File: src/rtl/uart_prog_loader.sv
// UART boot loader: programs memory regions from a host, holding the core in reset until done.
// Optional LOADER_TIMEOUT_EN: auto-boot if the host stays silent in the first RX_SIZE.
module uart_prog_loader #(
  parameter logic [31:0] TIMEOUT_CYCLES = 32'd100_000_000
) (
  input  logic        clk_i,
  input  logic        rst_i,
  input  logic [7:0]  rx_data_i,
  input  logic        rx_valid_i,
  output logic [7:0]  tx_data_o,
  output logic        tx_valid_o,
  input  logic        tx_busy_i,
  output logic        mem_we_o,
  output logic [31:0] mem_addr_o,
  output logic [3:0]  mem_be_o,
  output logic [31:0] mem_wd_o,
  output logic        core_reset_o,
  output logic        done_o
);

  typedef enum logic [2:0] {
    S_GREET, S_RX_SIZE, S_ECHO_SIZE, S_RX_DATA, S_ACK, S_RX_ADDR, S_RUN
  } state_t;

  typedef enum logic [1:0] {TX_WAIT, TX_VLD, TX_GAP} tx_ph_t;

  localparam logic [255:0] GREET_S = "ready for flash starting from 0x";
  localparam logic [255:0] ACK_S1  = {120'd0, "finished write 0x"};
  localparam logic [255:0] ACK_S2  = {72'd0, " bytes starting from 0x"};

  // k = 0 selects the most significant nibble
  function automatic logic [7:0] hex_chr(input logic [31:0] v, input logic [2:0] k);
    logic [3:0] n;
    n = 4'(v >> {3'd7 - k, 2'b00});
    hex_chr = (n < 4'd10) ? 8'h30 + {4'h0, n} : 8'h57 + {4'h0, n};
  endfunction

  // Character i of a len-byte string right-aligned in s
  function automatic logic [7:0] str_chr(input logic [255:0] s, input logic [5:0] len,
                                         input logic [5:0] i);
    str_chr = 8'(s >> {len - 6'd1 - i, 3'b000});
  endfunction

  state_t      state_q, state_d;
  tx_ph_t      tx_ph_q;
  logic [5:0]  idx_q;
  logic [31:0] addr_q, size_q, word_q, cnt_q;
  logic [31:0] rx_word, wa;
  logic [5:0]  tx_len;
  logic [7:0]  tx_chr;
  logic        is_tx, is_rx, tx_fire, tx_end, rx_take, rx_full, wr_fire, to_hit;

  assign rx_word = {word_q[23:0], rx_data_i};
  assign wa      = addr_q + cnt_q;
  assign is_tx   = (state_q == S_GREET) || (state_q == S_ECHO_SIZE) || (state_q == S_ACK);
  assign is_rx   = (state_q == S_RX_SIZE) || (state_q == S_RX_ADDR);
  assign tx_fire = is_tx && (tx_ph_q == TX_WAIT) && !tx_busy_i;
  assign tx_end  = is_tx && (tx_ph_q == TX_GAP) && (idx_q == tx_len);
  assign rx_take = is_rx && rx_valid_i;
  assign rx_full = rx_take && (idx_q == 6'd3);
  assign wr_fire = (state_q == S_RX_DATA) && (cnt_q != size_q) && rx_valid_i;

`ifdef LOADER_TIMEOUT_EN
  logic [31:0] idle_q;
  logic        idle_en_q;

  assign to_hit = idle_en_q && (state_q == S_RX_SIZE) && !rx_valid_i &&
                  (idle_q == TIMEOUT_CYCLES - 32'd1);

  // Any received byte means a host is present: never auto-boot after that
  always_ff @(posedge clk_i) begin
    if (rst_i) begin
      idle_q    <= 32'd0;
      idle_en_q <= 1'b1;
    end else if (rx_valid_i) begin
      idle_en_q <= 1'b0;
    end else if (idle_en_q && (state_q == S_RX_SIZE)) begin
      idle_q <= idle_q + 32'd1;
    end
  end
`else
  logic unused_timeout;
  assign unused_timeout = ^TIMEOUT_CYCLES;
  assign to_hit = 1'b0;
`endif

  always_comb begin
    tx_len = 6'd0;
    tx_chr = 8'h00;
    case (state_q)
      S_GREET: begin
        tx_len = 6'd40;
        tx_chr = (idx_q < 6'd32) ? str_chr(GREET_S, 6'd32, idx_q)
                                 : hex_chr(addr_q, 3'(idx_q - 6'd32));
      end
      S_ECHO_SIZE: begin
        tx_len = 6'd4;
        tx_chr = 8'(size_q >> {~idx_q[1:0], 3'b000});
      end
      S_ACK: begin
        tx_len = 6'd57;
        if (idx_q < 6'd17)      tx_chr = str_chr(ACK_S1, 6'd17, idx_q);
        else if (idx_q < 6'd25) tx_chr = hex_chr(size_q, 3'(idx_q - 6'd17));
        else if (idx_q < 6'd48) tx_chr = str_chr(ACK_S2, 6'd23, idx_q - 6'd25);
        else if (idx_q < 6'd56) tx_chr = hex_chr(addr_q, 3'(idx_q - 6'd48));
        else                    tx_chr = 8'h0A;
      end
      default: ;
    endcase
  end

  always_comb begin
    state_d = state_q;
    case (state_q)
      S_GREET:     if (tx_end) state_d = S_RX_SIZE;
      S_RX_SIZE:   if (rx_full) state_d = S_ECHO_SIZE;
                   else if (to_hit) state_d = S_RUN;
      S_ECHO_SIZE: if (tx_end) state_d = (size_q == 32'd0) ? S_ACK : S_RX_DATA;
      // Leave one cycle after the last byte so its write strobe stays inside RX_DATA
      S_RX_DATA:   if (cnt_q == size_q) state_d = S_ACK;
      S_ACK:       if (tx_end) state_d = S_RX_ADDR;
      S_RX_ADDR:   if (rx_full) state_d = (rx_word == 32'd0) ? S_RUN : S_GREET;
      default:     ;
    endcase
  end

  always_ff @(posedge clk_i) begin
    if (rst_i) begin
      state_q      <= S_GREET;
      tx_ph_q      <= TX_WAIT;
      idx_q        <= 6'd0;
      addr_q       <= 32'd0;
      size_q       <= 32'd0;
      word_q       <= 32'd0;
      cnt_q        <= 32'd0;
      tx_valid_o   <= 1'b0;
      tx_data_o    <= 8'h00;
      mem_we_o     <= 1'b0;
      mem_addr_o   <= 32'd0;
      mem_be_o     <= 4'b0000;
      mem_wd_o     <= 32'd0;
      core_reset_o <= 1'b1;
      done_o       <= 1'b0;
    end else begin
      state_q      <= state_d;
      tx_valid_o   <= 1'b0;
      mem_we_o     <= 1'b0;
      core_reset_o <= (state_d != S_RUN);
      done_o       <= (state_d == S_RUN);

      case (tx_ph_q)
        TX_WAIT: if (tx_fire) begin
          tx_valid_o <= 1'b1;
          tx_data_o  <= tx_chr;
          idx_q      <= idx_q + 6'd1;
          tx_ph_q    <= TX_VLD;
        end
        TX_VLD:  tx_ph_q <= TX_GAP;
        default: tx_ph_q <= TX_WAIT;
      endcase

      if (rx_take) begin
        word_q <= rx_word;
        idx_q  <= idx_q + 6'd1;
      end
      if (rx_full && (state_q == S_RX_SIZE)) size_q <= rx_word;
      if (rx_full && (state_q == S_RX_ADDR) && (rx_word != 32'd0)) addr_q <= rx_word;

      if (state_q == S_ECHO_SIZE) cnt_q <= 32'd0;
      if (wr_fire) begin
        mem_we_o   <= 1'b1;
        mem_addr_o <= {wa[31:2], 2'b00};
        mem_be_o   <= 4'b0001 << wa[1:0];
        mem_wd_o   <= {4{rx_data_i}};
        cnt_q      <= cnt_q + 32'd1;
      end

      if (state_d != state_q) begin
        idx_q   <= 6'd0;
        tx_ph_q <= TX_WAIT;
      end
    end
  end

endmodule

File: config.mk
export PLATFORM = sky130hd
export DESIGN_NAME = uart_prog_loader
export DESIGN_NICKNAME = d
export VERILOG_FILES = /design/src/rtl/uart_prog_loader.sv
export SDC_FILE = /design/constraint.sdc
export NUM_CORES = 1
export LEC_CHECK = 0
export CELL_PAD_IN_SITES_DETAIL_PLACEMENT = 2
export CELL_PAD_IN_SITES_GLOBAL_PLACEMENT = 2
export CORE_MARGIN = 2
export CORE_UTILIZATION = 36
export DETAILED_ROUTE_END_ITERATION = 7
export PLACE_DENSITY_LB_ADDON = 0.1
export SYNTH_ARGS = -nofsm -noshare
export SYNTH_HDL_FRONTEND = slang
export SYNTH_SLANG_ARGS = --single-unit
export TNS_END_PERCENT = 20
File: constraint.sdc
create_clock -name clk_i -period 5.05 [get_ports clk_i]
set_clock_uncertainty 0.15 [all_clocks]
set_input_delay 1.01 -clock clk_i [delete_from_list [all_inputs] [get_ports clk_i]]
set_output_delay 1.01 -clock clk_i [all_outputs]
set_load 0.03 [all_outputs]
==> results.toml, run 1 <==
[clock_network]
post_cts_resized = 0
cts_max_level = 4
root_buffer = "clkbuf_16"
clk_pin_slew_ns = 0.08
cts_tree = "yes"
postCtsSetupBuffers = 0
cts_sinks = 185
numCtsBuffers = 17
clockBufferDepth = 2
clock_latency_ns = 0.46
hold_buffers = 0

[setup_path]
reg2reg_to = "tx_data_o[4]$_SDFFE_PP0P_"
critPathMaxFanout = 12
critPathKind = "reg2reg"
rrSetupSlack_ns = 1.34
worst-r2r-cell-count = 13
r2r_start = "idx_q[1]$_SDFFE_PP0P_"
cp-start-kind = "flop"
arrival_ns = 3.88
worstSetupEndpointType = "flop"
required_ns = 5.22

[yosys]
synth_top_area_share_pct = 32.6
synth_most_common_cell = "nand2_1"
async_reset_ff_share_pct = 0
ys_types = 82
synth-edff-count = 0
syn-cell-area_um2 = 11400
postSynthAreaPerCell_um2 = 8.27
synth_ff_type = "dfxtp_1"
yosys.area.top_type = "dfxtp_1"
ys_ff_latch = 185
ys_top_cells_by_count = "189 x nand2_1, 185 x dfxtp_1, 139 x a21oi_1"
synth.area.top_cells = "dfxtp_1 33%, nand2_1 6.2%, a21oi_1 6.1%, ha_1 5.3%, mux4_2 5.2%"
synthCells = 1374
ys_seq_area_share_pct = 32.6
yosys_warnings = 0

[layout]
drive_gt1_share_pct = 8.21
finalNetCount = 1448
syn_to_final_growth_pct = 13.8

[place]
dp_worst_setup_slack_ns = 1.13
dpl.hpwl_um = 32200
place_congestion = 0.877
io_buffer_count = 89

[min_path]
hold_path.class = "reg2reg"
whs_path_depth = 2
hold_start = "mem_addr_o[16]$_SDFFE_PP0P_"
hold_path_end = "mem_addr_o[16]$_SDFFE_PP0P_"

[global_routing]
grt_overflow = 0
grtUsageMet3_pct = 5.23
use_met1_pct = 36.4
grt.busiest_layer = "met2"
grtUsageTotal_pct = 27.1
grt_max_degree = 89
grt_use_met2_pct = 43.8
antenna_found_initial = 0
grt_pass1_wl_um = 69100
grt_pass1_vias = 11300

[timing]
setup_slack_ns = 1.34
timing.final.crit_share_pct = 73.5
slew_headroom_pct = 30.9
slew_violations = 0
setup_tns_ns = 0
period_minus_slack_ns = 3.71
hold_viol = 0
max_freq_mhz = 269
setup_violations = 0
rsz0062_at_grt = "no"
worstMarginPinSlew_ns = 1.04

[route]
viasPerCell = 5.96
num_vias = 10800
wl_um = 44200
drt_iter0_markers = 760
wl_per_cell_um = 24.5
dr.pass1.iters = 4
ant_nets = 0
drc = 0

[floorplan]
die_area_um2 = 33000
io_pins = 92
die_width_um = 182
num_rows = 65
core_um2 = 31300
start_util_pct = 36.3
chipHeight_um = 182

[outcome]
status = "completed"

[pwr]
p_leak_nw = 5.06
powerDensity_nw_per_um2 = 250
p_total_w = 0.00323
irDropWorstVdd_mv = 0.181

[run]
drv_cap = 0
## worst max-delay path by stage
stage | from | to | slack [ns] | cells past startpoint
final | idx_q[1]$_SDFFE_PP0P_ | tx_data_o[4]$_SDFFE_PP0P_ | 1.34 | 13
after global routing | idx_q[0]$_SDFFE_PP0P_ | tx_data_o[4]$_SDFFE_PP0P_ | 1.25 | 13
after CTS | idx_q[0]$_SDFFE_PP0P_ | tx_data_o[4]$_SDFFE_PP0P_ | 1.42 | 13
after detailed placement | rx_data_i[3] | addr_q[10]$_SDFFE_PP0P_ | 1.13 | 7
after global placement | rx_data_i[3] | addr_q[31]$_SDFFE_PP0P_ | 1.24 | 7
after floorplan | idx_q[0]$_SDFFE_PP0P_ | tx_data_o[1]$_SDFFE_PP0P_ | 1.53 | 16
## where the power goes
part	total (W)	leakage, nW	switching [W]	internal [W]
Clock	0.00144	0.294	0.000727	0.000712
Sequential	0.00147	1.49	0.00000494	0.00147
Combinational	0.000317	3.28	0.000206	0.000111
## per-stage QoR
stage | area (um2) | hold slack, ns | cells | utilization [%]
global placement | 12300 | 0.297 | 1770 | 39.4
CTS | 12900 | 0.316 | 1802 | 41.3
global route | 12900 | 0.334 | 1802 | 41.3
detailed placement | 12300 | 0.304 | 1770 | 39.4
finish | 12900 | 0.313 | 1803 | 41.3
floorplan | 11400 | 0.285 | 1375 | -
## cell usage in the layout, fill, tap and decap left out, types with 7 or more instances in the layout
cell and instances:
mux2_2 15, mux2i_1 51, clkbuf_16 17, nor3_1 22
o21a_1 12, o21ai_0 51, nand4_1 23, and2_1 12
nor3b_1 7, xnor2_1 20, buf_4 14, inv_1 17
a21oi_1 139, nor4_1 28, or2_2 7, nand3_1 34
xor2_1 45, a31oi_1 15, o31ai_1 10, nand2b_1 12
nor2_1 131, a211oi_1 16, clkdlybuf4s50_1 88, or3_1 7
dfxtp_1 184, nor2b_1 9, o211ai_1 20, and3_1 11
ha_1 48, nand2_1 189, mux4_2 26
## metal layers
layer  vias to the layer above  share of wire, %
li1                       4968                 -
met5                         -                 0
met1                      5452                47
met4                         0               2.4
met3                        66               5.0
met2                       266                46
## logic make-up (layout without fill, tap and decap cells)
family	Yosys count	in the layout	share of synthesized area, %
AO/OA/AOI/OAI	330	330	18.4
AND/OR/NAND/NOR	518	518	21.4
other	1	3	0.0330
flip-flops	185	185	32.6
XOR/XNOR	65	65	5.01
adder cells (fa/ha/maj)	49	49	5.46
buffers and inverters	130	155	5.61
multiplexers	96	96	11.6
## worst max-delay path: stages, from the launching register on
cell	delay, ns
dfxtp_1	0.33
inv_2	0.32
ha_1	0.43
ha_1	0.35
clkinv_1	0.40
mux2_2	0.39
inv_1	0.06
ha_1	0.19
inv_1	0.06
o211ai_1	0.10
o211ai_1	0.15
a21oi_1	0.11
a221oi_1	0.39
a21oi_1	0.13
## sequential cells by signal, summed over array words and instances (netlist names), 2 cells and up
signal,flops
mem_addr_o,30
mem_be_o,4
tx_ph_q,2
state_q,3
idx_q,6
addr_q,32
tx_data_o,8
word_q,24
size_q,32
cnt_q,32
mem_wd_o,8
## layout make-up
class                   instances  area [um2]
fillers                      3520       18400
multi-input cells            1060        7040
clock inverters                15         178
inverters                      20        75.1
diodes                          1        2.50
clock buffers                  17         425
flip-flops and latches        185        3700
repair buffers                103        1010
well taps                     402         503
Power figures use the tool's default switching activity.
==> inputs of run 2 (changes only) <==
--- a/config.mk
+++ b/config.mk
@@ -8,7 +8,7 @@
 export CELL_PAD_IN_SITES_DETAIL_PLACEMENT = 2
 export CELL_PAD_IN_SITES_GLOBAL_PLACEMENT = 2
 export CORE_MARGIN = 2
-export CORE_UTILIZATION = 36
+export CORE_UTILIZATION = 32
 export DETAILED_ROUTE_END_ITERATION = 7
 export PLACE_DENSITY_LB_ADDON = 0.1
 export SYNTH_ARGS = -nofsm -noshare
==> constraint.sdc (replaced) <==
create_clock -name clk_i -period 3 [get_ports clk_i]
set_clock_uncertainty 0.15 [all_clocks]
set_input_delay 0.6 -clock clk_i [delete_from_list [all_inputs] [get_ports clk_i]]
set_output_delay 0.6 -clock clk_i [all_outputs]
set_load 0.03 [all_outputs]
==> results.toml, run 2 (synthesis results as in run 1) <==
[setup_path]
critPathMaxFanout = 6
required_ns = 3.21
critPathKind = "reg2reg"
cp-start-kind = "flop"
worstSetupEndpointType = "flop"
arrival_ns = 3.11

[place]
placed_cells = 1978
io_buffer_count = 89
dpl.hpwl_um = 36100
dp_worst_setup_slack_ns = -0.229
place_congestion = 0.861

[pwr]
pwr-share-clk_pct = 42.7
switching_share_pct = 28.6
p_int_w = 0.00388
powerDensity_nw_per_um2 = 380
power_frac_seq_pct = 45.7
switchingPower_w = 0.00155
p_total_w = 0.00543
p_leak_nw = 5.83
irDropWorstVdd_mv = 0.427
p_comb_share_pct = 11.5

[route]
viasPerCell = 5.65
drt_iter0_markers = 689
num_vias = 11300
dr.pass1.iters = 5
drc = 0
ant_nets = 0
wl_um = 47400
wl_per_cell_um = 23.6

[timing]
setup_slack_ns = 0.101
max_freq_mhz = 345
slew_violations = 0
setup_violations = 0
hold_viol = 0
timing.final.crit_share_pct = 96.6
worstMarginPinSlew_ns = 0.938
whs_ns = 0.322
period_minus_slack_ns = 2.90
rsz0062_at_grt = "yes"
slew_headroom_pct = 37.0

[min_path]
hold_path.class = "reg2reg"

[floorplan]
chipHeight_um = 192
io_pins = 92
core_um2 = 35300
num_rows = 69
die_width_um = 192
die_area_um2 = 37100
start_util_pct = 32.2

[clock_network]
clockBufferDepth = 2
clk_pin_slew_ns = 0.08
cts_sinks = 185
cts_max_level = 4
numCtsBuffers = 17
clock_latency_ns = 0.47
root_buffer = "clkbuf_16"
postCtsSetupBuffers = 0
cts_tree = "yes"

[layout]
antenna_cells = 0
syn_to_final_growth_pct = 25.8
final_cell_count_no_fill = 2009
final_common_cell = "nand2_1"
drive_gt1_share_pct = 18.4
final_cell_mix = "189 x nand2_1, 182 x dfxtp_1, 156 x buf_4"
finalNetCount = 1597
final_util_pct = 40.5
reg_top3 = "addr_q: 32 flops, cnt_q: 32 flops, size_q: 32 flops"

[global_routing]
grt_pass1_wl_um = 72300
grtUsageTotal_pct = 26.0
grt_max_degree = 134
grt_pass1_vias = 11600
grt_overflow = 0
antenna_found_initial = 0

[outcome]
status = "completed"

[run]
drv_cap = 0
==> run 2: metrics by stage <==
| stage | setup TNS (ns) | instance area, um2 |
|---|---|---|
| 2_1_floorplan | 0 | 11400 |
| 3_3_place_gp | -0.311 | 13600 |
| 3_5_place_dp | -1.78 | 13600 |
| 4_1_cts | 0 | 14200 |
| 5_1_grt | -0.0866 | 14300 |
| 6_report | 0 | 14300 |
==> run 2: final timing paths <==
path / depth (start not counted) / slack [ns] / startpoint / endpoint
setup / recovery: 9 / 0.10 / addr_q[13]$_SDFFE_PP0P_ / mem_addr_o[29]$_SDFFE_PP0P_
setup reg to reg: 9 / 0.10 / addr_q[13]$_SDFFE_PP0P_ / mem_addr_o[29]$_SDFFE_PP0P_
hold / removal: 2 / 0.32 / mem_addr_o[16]$_SDFFE_PP0P_ / mem_addr_o[16]$_SDFFE_PP0P_
hold reg to reg: 2 / 0.32 / mem_addr_o[16]$_SDFFE_PP0P_ / mem_addr_o[16]$_SDFFE_PP0P_
==> run 2: critical path, cell delays in order, from the launching register on <==
cell and delay [ns]:
dfxtp_1 0.46, ha_2 0.36, a21oi_1 0.24, o211a_1 0.22, o2bb2ai_1 0.16, o2111ai_1 0.17, a31o_1 0.27, o31a_1 0.30
o31a_1 0.25, a32o_1 0.20
==> run 2: power groups by stage <==
stage	Clock [W]	Combinational, W	Sequential (W)
6_report	0.00232	0.000627	0.00248
3_5_place_dp	0	0.000613	0.00254
4_1_cts	0.00237	0.000617	0.00248
5_1_grt	0.00246	0.000673	0.00249
3_3_place_gp	0	0.000601	0.00254
2_1_floorplan	0	0.000364	0.00256
==> run 2: cell type report <==
type	instances	area [um2]
clock buffer	18	429
clock inverter	13	140
fill	3972	21000
inverter	20	80.1
multi-input combinational	1060	7160
sequential	185	3710
tap	461	577
timing repair buffer	252	2210
==> run 2: routing by layer <==
metal	vias up	share of wire [%]	track usage, %
met1	5807	48	37.6
met4	0	1.6	6.46
met2	230	46	41.0
li1	5264	-	-
met3	40	4.1	3.06
met5	-	0	0
==> run 2: what timing repair did <==
item	CTS	global route
cloned	0	0
hold endpoints to repair	0	0
hold buffers	0	0
pin swaps	0	2
resized for setup	2	25
endpoints found under the setup margin	4	14
==> inputs of run 3 (changes only) <==
==> constraint.sdc (replaced) <==
create_clock -name clk_i -period 3 [get_ports clk_i]
set_clock_uncertainty 0.15 [all_clocks]
set_input_delay 0.6 -clock clk_i [delete_from_list [all_inputs] [get_ports clk_i]]
set_output_delay 0.6 -clock clk_i [all_outputs]
set_load 0.005 [all_outputs]
==> results of run 3 <==
The final DEF is identical to that of run 2. Status: completed.
Main changes from that run: total power 0.00543 W -> 0.00541 W
